## src/rtl/clk_reset_pkg.sv

```systemverilog
// rtl/clk_reset_pkg.sv - shared types, defaults and width helper for clk_reset_seq
// Purpose: sequencer state encoding, default parameter values, counter width function.
// Ports: none (package).
package clk_reset_pkg;

  typedef enum logic [1:0] {
    S_SYNC,
    S_HOLD,
    S_REL,
    S_DONE
  } state_t;

  localparam int DEF_NUM_CH      = 4;
  localparam int DEF_SYNC_STAGES = 2;
  localparam int DEF_HOLD_CYC    = 8;
  localparam int DEF_STAGGER     = 4;
  localparam int DEF_DIV_W       = 4;

  // Wide enough to hold the larger of the hold and stagger counts.
  function automatic int cnt_width(input int hold, input int stagger);
    int m;
    m = (hold > stagger) ? hold : stagger;
    return $clog2(m + 1);
  endfunction

endpackage

```

## src/rtl/clk_reset_seq_if.sv

```systemverilog
// rtl/clk_reset_seq_if.sv - request/status bundle between a controller and clk_reset_seq
// Purpose: groups the soft-reset request, divider select and reset/enable outputs.
// Ports (signals):
//   soft_rst_req  single-cycle soft-reset request
//   ch_mask       channels taking part in a soft reset
//   div_sel       clock-enable divide ratio minus one
//   rst_out       per-channel active-high reset
//   clk_en        divided clock-enable pulse
//   seq_done      all releases complete
// Modports: master drives requests, slave is the sequencer.
interface clk_reset_seq_if #(
  parameter int NUM_CH = 4,
  parameter int DIV_W  = 4
) ();

  logic              soft_rst_req;
  logic [NUM_CH-1:0] ch_mask;
  logic [DIV_W-1:0]  div_sel;
  logic [NUM_CH-1:0] rst_out;
  logic              clk_en;
  logic              seq_done;

  modport master (
    output soft_rst_req, ch_mask, div_sel,
    input  rst_out, clk_en, seq_done
  );

  modport slave (
    input  soft_rst_req, ch_mask, div_sel,
    output rst_out, clk_en, seq_done
  );

endinterface

```

## src/rtl/reset_sync.sv

```systemverilog
// rtl/reset_sync.sv - reset synchroniser, asynchronous assert, synchronous release
// Purpose: STAGES-deep flop chain; rst_sync falls on the STAGES-th edge after reset drops.
// Ports:
//   clk       free-running clock
//   reset     asynchronous active-high reset in
//   rst_sync  synchronised active-high reset out
module reset_sync #(
  parameter int STAGES = 2
) (
  input  logic clk,
  input  logic reset,
  output logic rst_sync
);

  logic [STAGES-1:0] q;

  always_ff @(posedge clk or posedge reset) begin
    if (reset) begin
      q <= '1;
    end else begin
      q <= {q[STAGES-2:0], 1'b0};
    end
  end

  assign rst_sync = q[STAGES-1];

endmodule

```

## src/rtl/clk_reset_seq.sv

```systemverilog
// rtl/clk_reset_seq.sv - staggered multi-channel reset sequencer with soft reset and clock-enable divider
// Purpose: releases NUM_CH resets in ascending order after a synchronised power-on release,
//          re-sequences a masked subset on soft request, and divides a clock-enable once done.
// Ports:
//   clk    free-running clock
//   reset  asynchronous active-high reset
//   bus    slave side of clk_reset_seq_if (soft_rst_req, ch_mask, div_sel in;
//          rst_out, clk_en, seq_done out)
module clk_reset_seq
  import clk_reset_pkg::*;
#(
  parameter int NUM_CH      = DEF_NUM_CH,
  parameter int SYNC_STAGES = DEF_SYNC_STAGES,
  parameter int HOLD_CYC    = DEF_HOLD_CYC,
  parameter int STAGGER     = DEF_STAGGER,
  parameter int DIV_W       = DEF_DIV_W
) (
  input logic            clk,
  input logic            reset,
  clk_reset_seq_if.slave bus
);

  localparam int CW = cnt_width(HOLD_CYC, STAGGER);
  localparam int IW = $clog2(NUM_CH) + 1;

  state_t            state;
  logic [CW-1:0]     cnt;
  logic [IW-1:0]     ch;      // next channel to release; NUM_CH means none left
  logic [NUM_CH-1:0] act;     // channels taking part in the current sequence
  logic [NUM_CH-1:0] rst_q;
  logic              done_q;
  logic              en_q;
  logic [DIV_W-1:0]  dcnt;
  logic [DIV_W-1:0]  dsel;    // divide ratio in force until the next wrap
  logic              rst_sync;

  reset_sync #(.STAGES(SYNC_STAGES)) u_sync (
    .clk      (clk),
    .reset    (reset),
    .rst_sync (rst_sync)
  );

  // Lowest set channel at or above 'from'; NUM_CH when there is none, so
  // masked-out channels are skipped without spending stagger cycles.
  function automatic logic [IW-1:0] next_set(input logic [NUM_CH-1:0] m,
                                             input logic [IW-1:0] from);
    logic [IW-1:0] r;
    r = IW'(NUM_CH);
    for (int i = NUM_CH - 1; i >= 0; i--) begin
      if (m[i] && (i >= int'(from))) r = IW'(i);
    end
    return r;
  endfunction

  always_ff @(posedge clk or posedge reset) begin
    if (reset) begin
      state  <= S_SYNC;
      cnt    <= '0;
      ch     <= '0;
      act    <= '0;
      rst_q  <= '1;
      done_q <= 1'b0;
      en_q   <= 1'b0;
      dcnt   <= '0;
      dsel   <= '0;
    end else begin
      en_q <= 1'b0;
      case (state)
        S_SYNC: begin
          // The edge that sees the synchronised release is the first hold
          // cycle, so counting starts at 1 (or releases at once for a hold of 1).
          if (!rst_sync) begin
            act <= '1;
            cnt <= '0;
            if (HOLD_CYC == 1) begin
              rst_q[0] <= 1'b0;
              ch       <= next_set('1, IW'(1));
              state    <= S_REL;
            end else begin
              ch    <= '0;
              cnt   <= CW'(1);
              state <= S_HOLD;
            end
          end
        end
        S_HOLD: begin
          if (cnt == CW'(HOLD_CYC - 1)) begin
            for (int i = 0; i < NUM_CH; i++) begin
              if (i == int'(ch)) rst_q[i] <= 1'b0;
            end
            ch    <= next_set(act, ch + 1'b1);
            cnt   <= '0;
            state <= S_REL;
          end else begin
            cnt <= cnt + 1'b1;
          end
        end
        S_REL: begin
          if (ch == IW'(NUM_CH)) begin
            // One edge after the last release; divider starts from zero.
            done_q <= 1'b1;
            dcnt   <= '0;
            dsel   <= bus.div_sel;
            state  <= S_DONE;
          end else if (cnt == CW'(STAGGER - 1)) begin
            for (int i = 0; i < NUM_CH; i++) begin
              if (i == int'(ch)) rst_q[i] <= 1'b0;
            end
            ch  <= next_set(act, ch + 1'b1);
            cnt <= '0;
          end else begin
            cnt <= cnt + 1'b1;
          end
        end
        S_DONE: begin
          if (bus.soft_rst_req && (bus.ch_mask != '0)) begin
            act    <= bus.ch_mask;
            rst_q  <= rst_q | bus.ch_mask;
            done_q <= 1'b0;
            ch     <= next_set(bus.ch_mask, '0);
            cnt    <= '0;
            state  <= S_HOLD;
          end else begin
            en_q <= (dcnt == '0);
            if (dcnt == dsel) begin
              dcnt <= '0;
              dsel <= bus.div_sel;
            end else begin
              dcnt <= dcnt + 1'b1;
            end
          end
        end
        default: state <= S_SYNC;
      endcase
    end
  end

  assign bus.rst_out  = rst_q;
  assign bus.clk_en   = en_q;
  assign bus.seq_done = done_q;

endmodule
```

## src/flat_wrapper.sv

```systemverilog
// flat-port wrapper written by rule: the top's interface ports become plain ports
module clk_reset_seq_flat import clk_reset_pkg::*;
#(
  parameter int NUM_CH      = DEF_NUM_CH,
  parameter int SYNC_STAGES = DEF_SYNC_STAGES,
  parameter int HOLD_CYC    = DEF_HOLD_CYC,
  parameter int STAGGER     = DEF_STAGGER,
  parameter int DIV_W       = DEF_DIV_W
)
  (clk, reset, bus_soft_rst_req, bus_ch_mask, bus_div_sel, bus_rst_out, bus_clk_en, bus_seq_done);
  clk_reset_seq_if #(.NUM_CH(NUM_CH), .DIV_W(DIV_W)) bus_i ();
  input logic clk;
  input logic reset;
  input wire logic [$bits(bus_i.soft_rst_req)-1:0] bus_soft_rst_req;
  input wire logic [$bits(bus_i.ch_mask)-1:0] bus_ch_mask;
  input wire logic [$bits(bus_i.div_sel)-1:0] bus_div_sel;
  output wire logic [$bits(bus_i.rst_out)-1:0] bus_rst_out;
  output wire logic [$bits(bus_i.clk_en)-1:0] bus_clk_en;
  output wire logic [$bits(bus_i.seq_done)-1:0] bus_seq_done;
  assign bus_i.soft_rst_req = bus_soft_rst_req;
  assign bus_i.ch_mask = bus_ch_mask;
  assign bus_i.div_sel = bus_div_sel;
  assign bus_rst_out = bus_i.rst_out;
  assign bus_clk_en = bus_i.clk_en;
  assign bus_seq_done = bus_i.seq_done;
  clk_reset_seq #(.NUM_CH(NUM_CH), .SYNC_STAGES(SYNC_STAGES), .HOLD_CYC(HOLD_CYC), .STAGGER(STAGGER), .DIV_W(DIV_W)) u_core (.clk(clk), .reset(reset), .bus(bus_i));
endmodule
```

## config.mk

```make
export PLATFORM = sky130hd
export DESIGN_NAME = clk_reset_seq_flat
export DESIGN_NICKNAME = d
export VERILOG_FILES = /design/src/rtl/clk_reset_pkg.sv /design/src/rtl/clk_reset_seq_if.sv /design/src/rtl/reset_sync.sv /design/src/rtl/clk_reset_seq.sv /design/src/flat_wrapper.sv
export SDC_FILE = /design/constraint.sdc
export NUM_CORES = 1
export LEC_CHECK = 0
export ABC_AREA = 0
export CAP_MARGIN = 20
export CELL_PAD_IN_SITES_DETAIL_PLACEMENT = 2
export CELL_PAD_IN_SITES_GLOBAL_PLACEMENT = 2
export CORE_MARGIN = 3
export CORE_UTILIZATION = 34
export CTS_BUF_LIST = sky130_fd_sc_hd__clkbuf_8
export DETAILED_ROUTE_END_ITERATION = 12
export PLACE_DENSITY_LB_ADDON = 0.25
export SLEW_MARGIN = 20
export SYNTH_ARGS = -nofsm -noshare
export SYNTH_HDL_FRONTEND = slang
export SYNTH_SLANG_ARGS = --single-unit
```

## constraint.sdc

```tcl
create_clock -name clk -period 1.79 [get_ports clk]
set_clock_uncertainty 0.1 [all_clocks]
set_input_delay 0.358 -clock clk [delete_from_list [all_inputs] [get_ports clk]]
set_output_delay 0.358 -clock clk [all_outputs]
set_load 0.02 [all_outputs]
```

==> results list, run 1 <==
- Root buffer cell: sky130_fd_sc_hd__clkbuf_8
- Once placement finished, the instance area stood at 2440 um2.
* Buffers added on ports: 16
- In this run the post-CTS setup repair buffer count came out at 16.
* Result of the run: aborted with a tool error
- No sink is reached through more buffers than the 2 on the longest clock path.
- Counting distinct cell types in the post-synthesis netlist gives 51.
- EDFF count, synth: 0
- Floorplan row count: 25
* DP HPWL: 4.86 mm
- Error Message: [ERROR DPL-0033] detailed placement checks failed during check placement.
- Clock net sink count: 29
- OpenSTA, run right after detailed placement, puts the worst setup slack at -0.563 ns.
- Most common flop cell mapped by yosys: sky130_fd_sc_hd__dfrtp_1
- The die is 77.8 um wide.
* Post-synthesis cell area: 1750 um2
* Effective utilization at floorplan: 0.361
- Buffers inserted during clock tree synthesis total 5.
- Syn. warnings: 0
- In this run, post-CTS repair resized a total of 62 instances.
- In this run the count of I/O pins placed on the die edge is 17.
* Routability congestion estimate from global placement: 0.775
* Hold-fix buffers, CTS: 0
* Die Y-Extent: 77.8 um
- The H-tree generated during clock tree synthesis spans 2 levels.
* Part of the Yosys area used for sequential elements: 0.419
* Flop and latch count out of synthesis: 29
- Async S/R FF share, synth: 1.00
* Average cell area after synthesis: 10.2 um2
- In the synthesized netlist, the number of instances is 171.
- Synthesis produced a netlist with a net count of 197.
- Progress stopped at 4_1_cts.
==> cells by family after synthesis <==
logic type,synth area share
flops,0.419
compound gates,0.211
other cells,0.00214
xor+xnor,0.0200
fa+ha+maj,0.107
simple gates,0.148
buf+inv,0.0464
mux,0.0464
==> cells in the mapped netlist, types with 2 or more instances <==
cell | number | area share
sky130_fd_sc_hd__a21boi_0 | 2 | 0.0086
sky130_fd_sc_hd__a21o_1 | 2 | 0.0086
sky130_fd_sc_hd__a21oi_1 | 14 | 0.040
sky130_fd_sc_hd__a22o_1 | 4 | 0.020
sky130_fd_sc_hd__a31oi_1 | 3 | 0.011
sky130_fd_sc_hd__a41oi_1 | 2 | 0.010
sky130_fd_sc_hd__and3_1 | 2 | 0.0071
sky130_fd_sc_hd__buf_2 | 2 | 0.0057
sky130_fd_sc_hd__dfrtp_1 | 23 | 0.33
sky130_fd_sc_hd__dfstp_2 | 6 | 0.090
sky130_fd_sc_hd__ha_1 | 15 | 0.11
sky130_fd_sc_hd__inv_1 | 15 | 0.032
sky130_fd_sc_hd__mux2_4 | 4 | 0.034
sky130_fd_sc_hd__nand2_1 | 10 | 0.021
sky130_fd_sc_hd__nand2b_1 | 5 | 0.018
sky130_fd_sc_hd__nand3_1 | 2 | 0.0057
sky130_fd_sc_hd__nand4_1 | 3 | 0.011
sky130_fd_sc_hd__nor2_1 | 11 | 0.024
sky130_fd_sc_hd__nor4b_1 | 2 | 0.010
sky130_fd_sc_hd__o21ai_0 | 6 | 0.017
sky130_fd_sc_hd__o22a_1 | 4 | 0.020
sky130_fd_sc_hd__or2_1 | 2 | 0.0071
sky130_fd_sc_hd__xor2_1 | 4 | 0.020
==> stage by stage <==
stage,utilization,TNS (ns),instances
2_1_floorplan,-,-0.676,171
3_3_place_gp,0.503,-9.72,310
3_5_place_dp,0.503,-11.73,310
==> run 2, diff against run 1 <==
CELL_PAD_IN_SITES_DETAIL_PLACEMENT = not set   (was 2)
CELL_PAD_IN_SITES_GLOBAL_PLACEMENT = not set   (was 2)
CORE_UTILIZATION = 40   (was 34)
CTS_BUF_LIST = not set   (was sky130_fd_sc_hd__clkbuf_8)
PLACE_DENSITY_LB_ADDON = 0.15   (was 0.25)
clock period = 2.3 ns   (was 1.79 ns; I/O delays follow)
==> run 2 against run 1 <==
- the run now ends clean
- area after synthesis stayed put
- synthesized cell count stayed put
==> results list, run 2 <==
* Clock net sink count: 29 (unchanged)
- Commonest non-fill, non-tap cell in the layout: sky130_fd_sc_hd__dfrtp_1
* EDFF count, synth: 0 (unchanged)
- Clock slew seen by the registers of the worst setup and hold paths: 0.06 ns
* Post-placement setup slack: -0.156 ns (was -0.563 ns)
* Footprint of the multi-input gates: 937 um2
* PnR worst setup slack: 0.142 ns
- The max-slew violation total from the final report came to 0.
* Die Y-Extent: 72.2 um (was 77.8 um)
* Via/cell ratio: 5.45
- Number of DRC markers after the initial detailed-route iteration: 119
- Setup repair after global routing missed its margin: no
- Final global-route overflow total: 0
- Average wire per cell in the routed design: 14.6 um
* Layout net count: 238
* Critical path arrival: 2.22 ns
* Std-Cell Core Area: 4120 um2
- The top cell type by total area after synthesis is sky130_fd_sc_hd__dfrtp_1 (unchanged).
- Once detail routing completed, the nets flagged for antenna violations numbered 0.
- In this run the static leakage power is 1.04 nW.
- Average cell area after synthesis: 10.2 um2 (unchanged)
* Startpoint type of the worst setup path: primary input
- At the later pin of the worst-skew pair, clock insertion delay measures 0.28 ns.
- The most repeated cell in the gate-level netlist after synthesis is sky130_fd_sc_hd__dfrtp_1 (unchanged).
* Result of the run: complete, no violations (was aborted with a tool error)
- The setup path with the least slack is of type primary input to flop.
- Total instance count after detailed placement: 255 (was 310)
- Setup violations remaining at the end of the flow were counted as 0.
- The layout has 359 filler cells.
- For this run, the top clock speed supported by timing is 463 MHz.
- Wires add up to 3.83 mm.
- Inserted Clock Buffers: 5 (unchanged)
- Root buffer cell: sky130_fd_sc_hd__clkbuf_8 (unchanged)
- The portion of synthesized cell area occupied by the leading cell type came to 0.329 (unchanged).
- Dividing the final minimum period by the clock period gives 0.938.
* Number of vias after detailed routing: 1,433
* Distinct cells, synth: 51 (unchanged)
* I/O pin cnt: 17 (unchanged)
* Most common flop cell mapped by yosys: sky130_fd_sc_hd__dfrtp_1 (unchanged)
- The sum of net half-perimeters after detailed placement is 2.95 mm (was 4.86 mm).
- Syn. warnings: 0 (unchanged)
- Maximum number of buffers from clock root to sink: 2 (unchanged)
* Number of antenna violations at the first check in global routing: 0
* CTS tree: done
* Routability congestion estimate from global placement: 0.944 (was 0.775)
- Entering global routing, the biggest net connects 30 pins.
- The die covers 5210 um2.
- Of all nets on the critical path, the largest fanout is 8.
- Area overhead of the layout relative to synthesis: 25.6%
- Vias in the first global route: 1,402
- For this run, design rule violations remaining after detail routing come to 0.
- Total negative setup slack: 0 ns
- Post-layout power: 2.94 mW
* Final Hold Fails: 0
- The area of the mapped netlist came to 1750 um2 (unchanged).
* Number of search-and-repair iterations in the first detailed-routing pass: 5
- Post-CTS repair timing setup buffer count: 0 (was 16)
- First-pass GRT wire length: 6.65 mm
* Overall routing resource usage: 0.165
- The worst hold path belongs to the class flop to flop.
- Effective utilization at floorplan: 0.426 (was 0.361)
* Count of instances resized after the clock tree is built: 0 (was 62)
* Period minus WS final: 2.16 ns
- The total number of H-tree levels is 2 (unchanged).
- The repair_antennas step left the layout with diodes totalling 0.
* Flop and latch count out of synthesis: 29 (unchanged)
- For this design the ratio of total power to cell area is 1340 nW/um2.
* Number of instances in the synthesized netlist: 171 (unchanged)
* Buffers added on ports: 16 (unchanged)
- Most frequent cells after synthesis: sky130_fd_sc_hd__dfrtp_1, sky130_fd_sc_hd__ha_1, sky130_fd_sc_hd__inv_1 (unchanged)
- STA puts the critical path data required time at 2.37 ns.
- The hold buffer count at cts was 0 (unchanged).
* Max Cap Violations: 0
- Part of the Yosys area used for sequential elements: 0.419 (unchanged)
- The sequential cells in the finished layout cover a total of 733 um2.
- Net Count, Synth: 197 (unchanged)
* Worst ir drop on vdd: 0.721 mV
* Largest cells by area after synthesis: sky130_fd_sc_hd__dfrtp_1, sky130_fd_sc_hd__ha_1, sky130_fd_sc_hd__dfstp_2, sky130_fd_sc_hd__a21oi_1, sky130_fd_sc_hd__mux2_4 (unchanged)
- In the final layout, the share of cells above drive strength 1 is 0.216.
- The horizontal die dimension was 72.2 um (was 77.8 um).
- Commonest cells after routing, fill and taps aside: sky130_fd_sc_hd__dfrtp_1, sky130_fd_sc_hd__buf_4, sky130_fd_sc_hd__clkdlybuf4s50_1
- The worst setup path is captured at a flop.
* Floorplan row count: 23 (was 25)
- The finished layout holds 263 standard cells, fillers aside.
- The post-synthesis async set-or-reset flop share came to 1.00 (unchanged).
## run 2: cell counts after synthesis
Identical to the previous run, type by type.
## run 2: cell families after synthesis
group                    after synthesis  share of synthesized area
adder cells (fa/ha/maj)               15                      0.107
multiplexers                           6                     0.0464
flip-flops                            29                      0.419
XOR/XNOR                               4                     0.0200
buffers and inverters                 19                     0.0464
other                                  1                    0.00214
AND/OR/NAND/NOR                       47                      0.148
AO/OA/AOI/OAI                         50                      0.211
## run 2: metal layers
metal,track usage,share of wire,up-vias,wire [um]
met1,0.223,0.47,697,1810
met3,0.0416,0.051,4,196
li1,-,-,702,-
met2,0.252,0.47,30,1780
met5,0,0,-,0
met4,0.0689,0.010,0,39
## run 2: final timing paths
kind | start | endpoint | slack [ns] | depth (start not counted)
min in group asynchronous | reset | u_core.bus.seq_done$_DFFE_PP0P_ | 0.45 | 3
worst max-delay path | bus_ch_mask[2] | u_core.dsel[1]$_DFFE_PP0P_ | 0.14 | 6
worst min-delay path | u_core.u_sync.q[0]$_DFF_PP1_ | u_core.u_sync.q[1]$_DFF_PP1_ | 0.26 | 0
worst max register to register | u_core.state[0]$_DFFE_PP0P_ | u_core.state[1]$_DFFE_PP0P_ | 0.16 | 5
max in group asynchronous | reset | u_core.u_sync.q[1]$_DFF_PP1_ | 1.33 | 3
worst min register to register | u_core.u_sync.q[0]$_DFF_PP1_ | u_core.u_sync.q[1]$_DFF_PP1_ | 0.26 | 0
## run 2: critical path: stages
cell	delay (ns)
sky130_fd_sc_hd__clkdlybuf4s50_1	0.47
sky130_fd_sc_hd__o41ai_4	0.36
sky130_fd_sc_hd__buf_4	0.19
sky130_fd_sc_hd__a21oi_1	0.08
sky130_fd_sc_hd__or2_1	0.32
sky130_fd_sc_hd__mux2_4	0.32
## run 2: layout make-up
| type | instances | area share |
|---|---|---|
| clock buffers | 5 | 0.0313 |
| clock inverters | 3 | 0.00796 |
| multi-input cells | 123 | 0.426 |
| flip-flops and latches | 29 | 0.333 |
| repair buffers | 38 | 0.148 |
| inverters | 15 | 0.0256 |
| well taps | 50 | 0.0284 |
## run 2: metrics by stage
| stage | util | hold WS, ns | cell area (um2) |
|---|---|---|---|
| 4_1_cts | 0.535 | 0.258 | 2200 |
| 6_report | 0.535 | 0.256 | 2200 |
| 3_5_place_dp | 0.514 | 0.248 | 2110 |
| 5_1_grt | 0.535 | 0.260 | 2200 |
| 3_3_place_gp | 0.514 | 0.248 | 2110 |
| 2_1_floorplan | - | 0.245 | 1750 |
## run 2: where the power goes
group	switching, mW	total, mW	internal, mW
Clock	0.212	0.420	0.208
Sequential	0.167	0.892	0.725
Combinational	0.833	1.63	0.795
Total	1.21	2.94	1.73
(Power assumes the default switching activity.)
==> run 3, diff against run 2 <==
CELL_PAD_IN_SITES_DETAIL_PLACEMENT = 0   (was not set)
CELL_PAD_IN_SITES_GLOBAL_PLACEMENT = 2   (was not set)
CORE_UTILIZATION = 36   (was 40)
==> run 3 against run 2 <==
- via count shrank 1.5%
- final cell count grew 4.9%
- clock-buffer cell count is the same
- first-iteration DRC count shrank 50%
- worst hold slack gained 0.00092 ns
- critical path type unchanged
- largest cell class unchanged
- largest power group unchanged
==> results list, run 3 (synthesized netlist as in run 2, its figures left out) <==
* Kind of capture point of the worst setup path: flop (unchanged)
- Routability congestion estimate from global placement: 0.889 (was 0.944)
- Start point of the critical path: bus_ch_mask[2] (unchanged)
- Smallest hold slack: 0.257 ns (was 0.256 ns)
- Setup repair after global routing missed its margin: no (unchanged).
- Number of search-and-repair iterations in the first detailed-routing pass: 4 (was 5)
* Worst hold-check path type: flop to flop (unchanged)
* First-pass GRT wire length: 6.60 mm (was 6.65 mm)
- Commonest cells after routing, fill and taps aside: sky130_fd_sc_hd__dfrtp_1, sky130_fd_sc_hd__buf_4, sky130_fd_sc_hd__clkdlybuf4s50_1 (unchanged)
- Number of failing setup endpoints in the final timing report: 0 (unchanged)
- The part of the power in registers is 0.303 (about the same).
* Startpoint type of the worst setup path: primary input (unchanged)
* Met3 layer wire length in the routed design: 128 um (was 196 um)
- The final cell count without fillers came to 276 (was 263).
- Hold-fix buffers, CTS: 0 (unchanged)
- FF-to-FF Start: u_core.state[0]$_DFFE_PP0P_ (unchanged)
* Number of pins exceeding their max-slew limit in the final report: 0 (unchanged)
* Portion of total power attributed to the clock network: 0.138 (was 0.143)
* Worst ir drop on vdd: 0.661 mV (was 0.721 mV)
* Die boundary width: 75.8 um (was 72.2 um)
- The length of routed met2 wiring came to 1.83 mm (was 1.78 mm).
- The clock sink count came to 29 (unchanged).
- The number of buffer cells added on primary ports came to 16 (unchanged).
- The via count came to 1,411 (was 1,433).
- Top Layer Used: met4 (unchanged)
- DP HPWL: 3.07 mm (was 2.95 mm)
* Area overhead of the layout relative to synthesis: 25.9% (was 25.6%)
- Pin count of the biggest net entering global routing: 30 (unchanged)
- The starting density of the core was 0.386 (was 0.426).
- Number of antenna violations at the first check in global routing: 0 (unchanged)
* Number of diodes added for antenna fixing: 0 (unchanged)
* Placed Instance Area: 2120 um2 (was 2110 um2)
- Post-CTS repair timing setup buffer count: 0 (unchanged)
* Max Clk Rate: 465 MHz (was 463 MHz)
* Net switching share of the total power: 0.413 (was 0.412)
* Power per cell area: 1340 nW/um2 (about the same)
* Count of instances resized after the clock tree is built: 0 (unchanged)
* Average wire per cell in the routed design: 14.5 um (was 14.6 um)
- The remaining global-route overflow was 0 (unchanged).
- The net count of the finished layout came to 236 (was 238).
- Critical path arrival: 2.21 ns (was 2.22 ns)
* Final standard cell area without fillers: 2200 um2 (about the same)
* Result of the run: complete, no violations (unchanged)
* CTS tree: done (unchanged)
* Std-Cell Core Area: 4530 um2 (was 4120 um2)
- The overall global routing resource usage is 0.152 (was 0.165).
- The cell count after placement was 268 (was 255).
* Via/cell ratio: 5.11 (was 5.45)
- Final cell utilization of the core: 0.486 (was 0.535)
* Crit Path Class: primary input to flop (unchanged)
- Total negative setup slack: 0 ns (unchanged)
- The wire length reported by the detailed router is 4.00 mm (was 3.83 mm).
- Root buffer cell: sky130_fd_sc_hd__clkbuf_8 (unchanged)
- Vias in the first global route: 1,351 (was 1,402)
- The net switching power is 1.22 mW (was 1.21 mW).
* Die Outline Area: 5740 um2 (was 5210 um2)
- The vertical extent of the die is 75.8 um (was 72.2 um).
* Floorplan row count: 24 (was 23)
- The final worst-path cycle share came to 0.935 (was 0.938).
- The number of nets with antenna violations after routing was 0 (unchanged).
- The top fanout value on the critical path was 5 (was 8).
- The clock period minus worst slack was 2.15 ns (was 2.16 ns).
- Combinational cell fraction of total power: 0.559 (was 0.554)
- I/O pin cnt: 17 (unchanged)
* Clock latency reported for the late side of the worst-skew pair: 0.27 ns (was 0.28 ns)
* Internal power contribution: 1.73 mW (about the same)
- The number of clock buffers inserted by TritonCTS is 5 (unchanged).
- Deepest level of the CTS H-tree: 2 (unchanged)
* Commonest non-fill, non-tap cell in the layout: sky130_fd_sc_hd__dfrtp_1 (unchanged)
* M1 wire length: 2.03 mm (was 1.81 mm)
* Max Cap Violations: 0 (unchanged)
* Clock slew seen by the registers of the worst setup and hold paths: 0.06 ns (about the same)
* Fraction of final layout cells with drive strength greater than 1: 0.209 (was 0.216)
- Source of the worst hold timing path: u_core.u_sync.q[0]$_DFF_PP1_ (unchanged)
- The static leakage is 1.03 nW (was 1.04 nW).
* Final Hold Fails: 0 (unchanged)
- The maximum count of clock buffers along a single path is 2 (unchanged).
- Required time at the worst-slack endpoint: 2.36 ns (was 2.37 ns)
- The initial detailed-routing violation count was 59 (was 119).
* Remaining DRCs: 0 (unchanged)
run 3: through the flow:
| step | worst slack [ns] | total power [mW] |
|---|---|---|
| floorplan | 0.341 | 1.96 |
| global placement | -0.110 | 2.51 |
| detailed placement | -0.144 | 2.54 |
| CTS | 0.141 | 2.97 |
| global route | 0.0193 | 3.19 |
| finish | 0.150 | 2.95 |
run 3: critical path, cell delays in order:
cell	delay, ns
sky130_fd_sc_hd__clkdlybuf4s50_1	0.53
sky130_fd_sc_hd__o41ai_4	0.43
sky130_fd_sc_hd__a21oi_1	0.13
sky130_fd_sc_hd__or2_1	0.33
sky130_fd_sc_hd__mux2_4	0.33
run 3: power groups by stage:
stage	Combinational, mW	Sequential, mW	Clock, mW
finish	1.65	0.894	0.406
global route	1.82	0.922	0.448
CTS	1.65	0.895	0.425
detailed placement	1.63	0.902	0
global placement	1.62	0.892	0
floorplan	1.05	0.912	0
run 3: cell type report:
class	instances	area (um2)
clock buffers	5	68.8
clock inverters	3	17.5
fillers	439	2330
inverters	15	56.3
multi-input cells	123	937
flip-flops and latches	29	733
well taps	65	81.3
repair buffers	36	310
run 3: per-layer routing:
layer	track usage	up-vias
li1	-	695
met1	0.214	686
met2	0.234	28
met3	0.0356	2
met4	0.0408	0
met5	0	-
run 3: worst paths after layout:
kind | cells after the start | end | slack, ns
worst min-delay path | 0 | u_core.u_sync.q[1]$_DFF_PP1_ | 0.26
max in group asynchronous | 3 | u_core.u_sync.q[0]$_DFF_PP1_ | 1.33
worst max register to register | 8 | u_core.ch[2]$_DFFE_PP0P_ | 0.17
worst min register to register | 0 | u_core.u_sync.q[1]$_DFF_PP1_ | 0.26
worst max-delay path | 5 | u_core.dsel[2]$_DFFE_PP0P_ | 0.15
min in group asynchronous | 3 | u_core.dcnt[0]$_DFFE_PP0P_ | 0.45
==> run 4, diff against run 3 <==
RECOVER_POWER = 50   (was not set)
==> run 4 against run 3 <==
- first-iteration DRC count grew 1.7%
- critical path type unchanged
- largest power group unchanged
- sequential share of layout area is essentially flat
- wire length is essentially flat
- critical path depth is the same
- maximum frequency is essentially flat
- global-route usage is the same
- sequential cell count is the same
- clock-buffer cell count is the same
- combinational power is essentially flat
- final cell count is the same
- register-to-register slack is essentially flat
==> results list, run 4 (synthesized netlist as in run 2, its figures left out) <==
- Result of the run: complete, no violations (unchanged).
* Kind of capture point of the worst setup path: flop (unchanged)
- The routed length per instance came to 14.5 um (about the same).
- The met3 layer wire length in the routed design is 129 um (was 128 um).
* Number of diodes added for antenna fixing: 0 (unchanged)
- Number of pins exceeding their max-slew limit in the final report: 0 (unchanged)
- The sum of net half-perimeters after detailed placement was 3.07 mm (unchanged).
- The clock latency of the later-clocked register in the worst-skew pair was 0.27 ns (about the same).
* Critical path arrival: 2.21 ns (about the same)
* Sum of routed wire length over all layers: 4.01 mm (was 4.00 mm)
- The data required time of the critical path was 2.36 ns (about the same).
- The final worst-path cycle share came to 0.934 (was 0.935).
- Final global-route overflow total: 0 (unchanged)
* Power per cell area: 1340 nW/um2 (about the same)
- Buf/Inv on CP: 1 (unchanged)
- The total of fill cells in the finished design came to 440 (was 439).
- Kind of cell adding the most delay to the critical path: compound AO/OA/AOI/OAI gates (unchanged)
* Number of antenna violations at the first check in global routing: 0 (unchanged)
- The number of buffers added for setup after CTS came to 0 (unchanged).
* Slowest stage delay, CP: 0.53 ns (about the same)
* Die boundary width: 75.8 um (unchanged)
- Vias in the first global route: 1,351 (unchanged)
* Max Cap Violations: 0 (unchanged)
- The global-route wire length before repair is 6.60 mm (unchanged).
* Met2 wire length: 1.82 mm (was 1.83 mm)
- The path type of the worst setup path is primary input to flop (unchanged).
* Floorplan row count: 24 (unchanged)
- The detail-routed via count per cell is 5.12 (was 5.11).
- Placed Instance Area: 2120 um2 (unchanged)
* Startpoint type of the worst setup path: primary input (unchanged)
* Worst Path Max Fanout: 5 (unchanged)
- Remaining DRCs: 0 (unchanged)
* Top Layer Used: met4 (unchanged)
- The final non-filler cell area came to 2200 um2 (about the same).
- Total negative setup slack: 0 ns (unchanged)
* Final Hold Fails: 0 (unchanged)
- The vertical extent of the die was 75.8 um (unchanged).
- The placeable core area came to 4530 um2 (unchanged).
- Slew HR: 0.517
- CTS tree: done (unchanged)
* Max Clk Rate: 465 MHz (about the same)
- The minimum setup slack in the final design is 0.151 ns (was 0.150 ns).
- The share of layout cells above drive strength 1 is 0.209 (unchanged).
- The total number of H-tree levels is 2 (unchanged).
* Number of search-and-repair iterations in the first detailed-routing pass: 4 (unchanged)
- Period minus WS final: 2.15 ns (about the same)
* Slew at the pin closest to its max-slew limit: 0.725 ns
- I/O pin cnt: 17 (unchanged)
* Maximum number of buffers from clock root to sink: 2 (unchanged)
- The net count of the finished layout was 236 (unchanged).
- Number of DRC markers after the initial detailed-route iteration: 60 (was 59)
- The type of the tightest min-delay check is flop to flop (unchanged).
- Count of instances resized after the clock tree is built: 0 (unchanged)
* Clock net sink count: 29 (unchanged)
- Worst ir drop on vdd: 0.661 mV (about the same)
- Post-layout power: 2.95 mW (about the same)
- Setup repair after global routing missed its margin: no (unchanged).
- Hold-fix buffers, CTS: 0 (unchanged)
- The clock transition at the registers of the reported paths came to 0.06 ns (about the same).
- List of cells traversed by the critical path: clkdlybuf4s50_1 > o41ai_4 > a21oi_1 > or2_1 > mux2_4 (unchanged).
- LEAKAGE: 1.03 nW (about the same)
- The number of nets with antenna violations after routing came to 0 (unchanged).
- The starting density of the core came to 0.386 (unchanged).
- The critical path's slowest cell is sky130_fd_sc_hd__clkdlybuf4s50_1 (unchanged).
* Number of vias after detailed routing: 1,413 (was 1,411)
- Post-placement setup slack: -0.144 ns (unchanged)
- The number of buffer cells added on primary ports was 16 (unchanged).
* Die Outline Area: 5740 um2 (unchanged)
- The most common library cell in the layout ignoring fill and taps is sky130_fd_sc_hd__dfrtp_1 (unchanged).
- Smallest hold slack: 0.257 ns (unchanged)
- Number of failing setup endpoints in the final timing report: 0 (unchanged)
* Commonest cells after routing, fill and taps aside: sky130_fd_sc_hd__dfrtp_1, sky130_fd_sc_hd__buf_4, sky130_fd_sc_hd__inv_1, sky130_fd_sc_hd__ha_1 (was sky130_fd_sc_hd__dfrtp_1, sky130_fd_sc_hd__buf_4, sky130_fd_sc_hd__clkdlybuf4s50_1)
- The number of clock buffers inserted by TritonCTS is 5 (unchanged).
- The buffer cell driving the clock tree root is sky130_fd_sc_hd__clkbuf_8 (unchanged).
* Routability congestion estimate from global placement: 0.889 (unchanged)
- The overall global routing resource usage is 0.152 (unchanged).
- The area overhead of the layout relative to synthesis was 25.7% (was 25.9%).
* Pin count of the biggest net entering global routing: 30 (unchanged)
- The wire length the detailed router placed on met1 is 2.03 mm (about the same).
run 4: report_power, final:
group | switching (mW) | total, mW | leakage, nW | internal, mW
Sequential | 0.169 | 0.894 | 0.346 | 0.725
Clock | 0.199 | 0.407 | 0.0439 | 0.208
Combinational | 0.852 | 1.65 | 0.640 | 0.796
Total | 1.22 | 2.95 | 1.03 | 1.73
run 4: cell type report:
cell class                      instances  area [um2]  area share
Tap cell                               65        81.3      0.0369
Clock inverter                          3        17.5     0.00795
Inverter                               15        56.3      0.0256
Sequential cell                        29         733       0.333
Timing Repair Buffer                   36         308       0.140
Multi-Input combinational cell        123         937       0.426
Clock buffer                            5        68.8      0.0313
run 4: final timing paths:
path / from / end / slack (ns) / cells past startpoint
worst max-delay path: bus_ch_mask[2] / u_core.dsel[2]$_DFFE_PP0P_ / 0.15 / 5
worst min-delay path: u_core.u_sync.q[0]$_DFF_PP1_ / u_core.u_sync.q[1]$_DFF_PP1_ / 0.26 / 0
worst max register to register: u_core.state[0]$_DFFE_PP0P_ / u_core.ch[2]$_DFFE_PP0P_ / 0.17 / 8
worst min register to register: u_core.u_sync.q[0]$_DFF_PP1_ / u_core.u_sync.q[1]$_DFF_PP1_ / 0.26 / 0
max in group asynchronous: reset / u_core.cnt[2]$_DFFE_PP0P_ / 0.91 / 3
min in group asynchronous: reset / u_core.dcnt[1]$_DFFE_PP0P_ / 0.72 / 3
run 4: metrics by stage:
stage	cells	util
finish	276	0.486
CTS	276	0.486
detailed placement	268	0.467
global placement	268	0.467
global route	276	0.486
floorplan	171	-
run 4: per-layer routing:
metal,track usage,up-vias
met5,0,-
met4,0.0408,0
met3,0.0356,2
met2,0.234,30
met1,0.214,686
li1,-,695
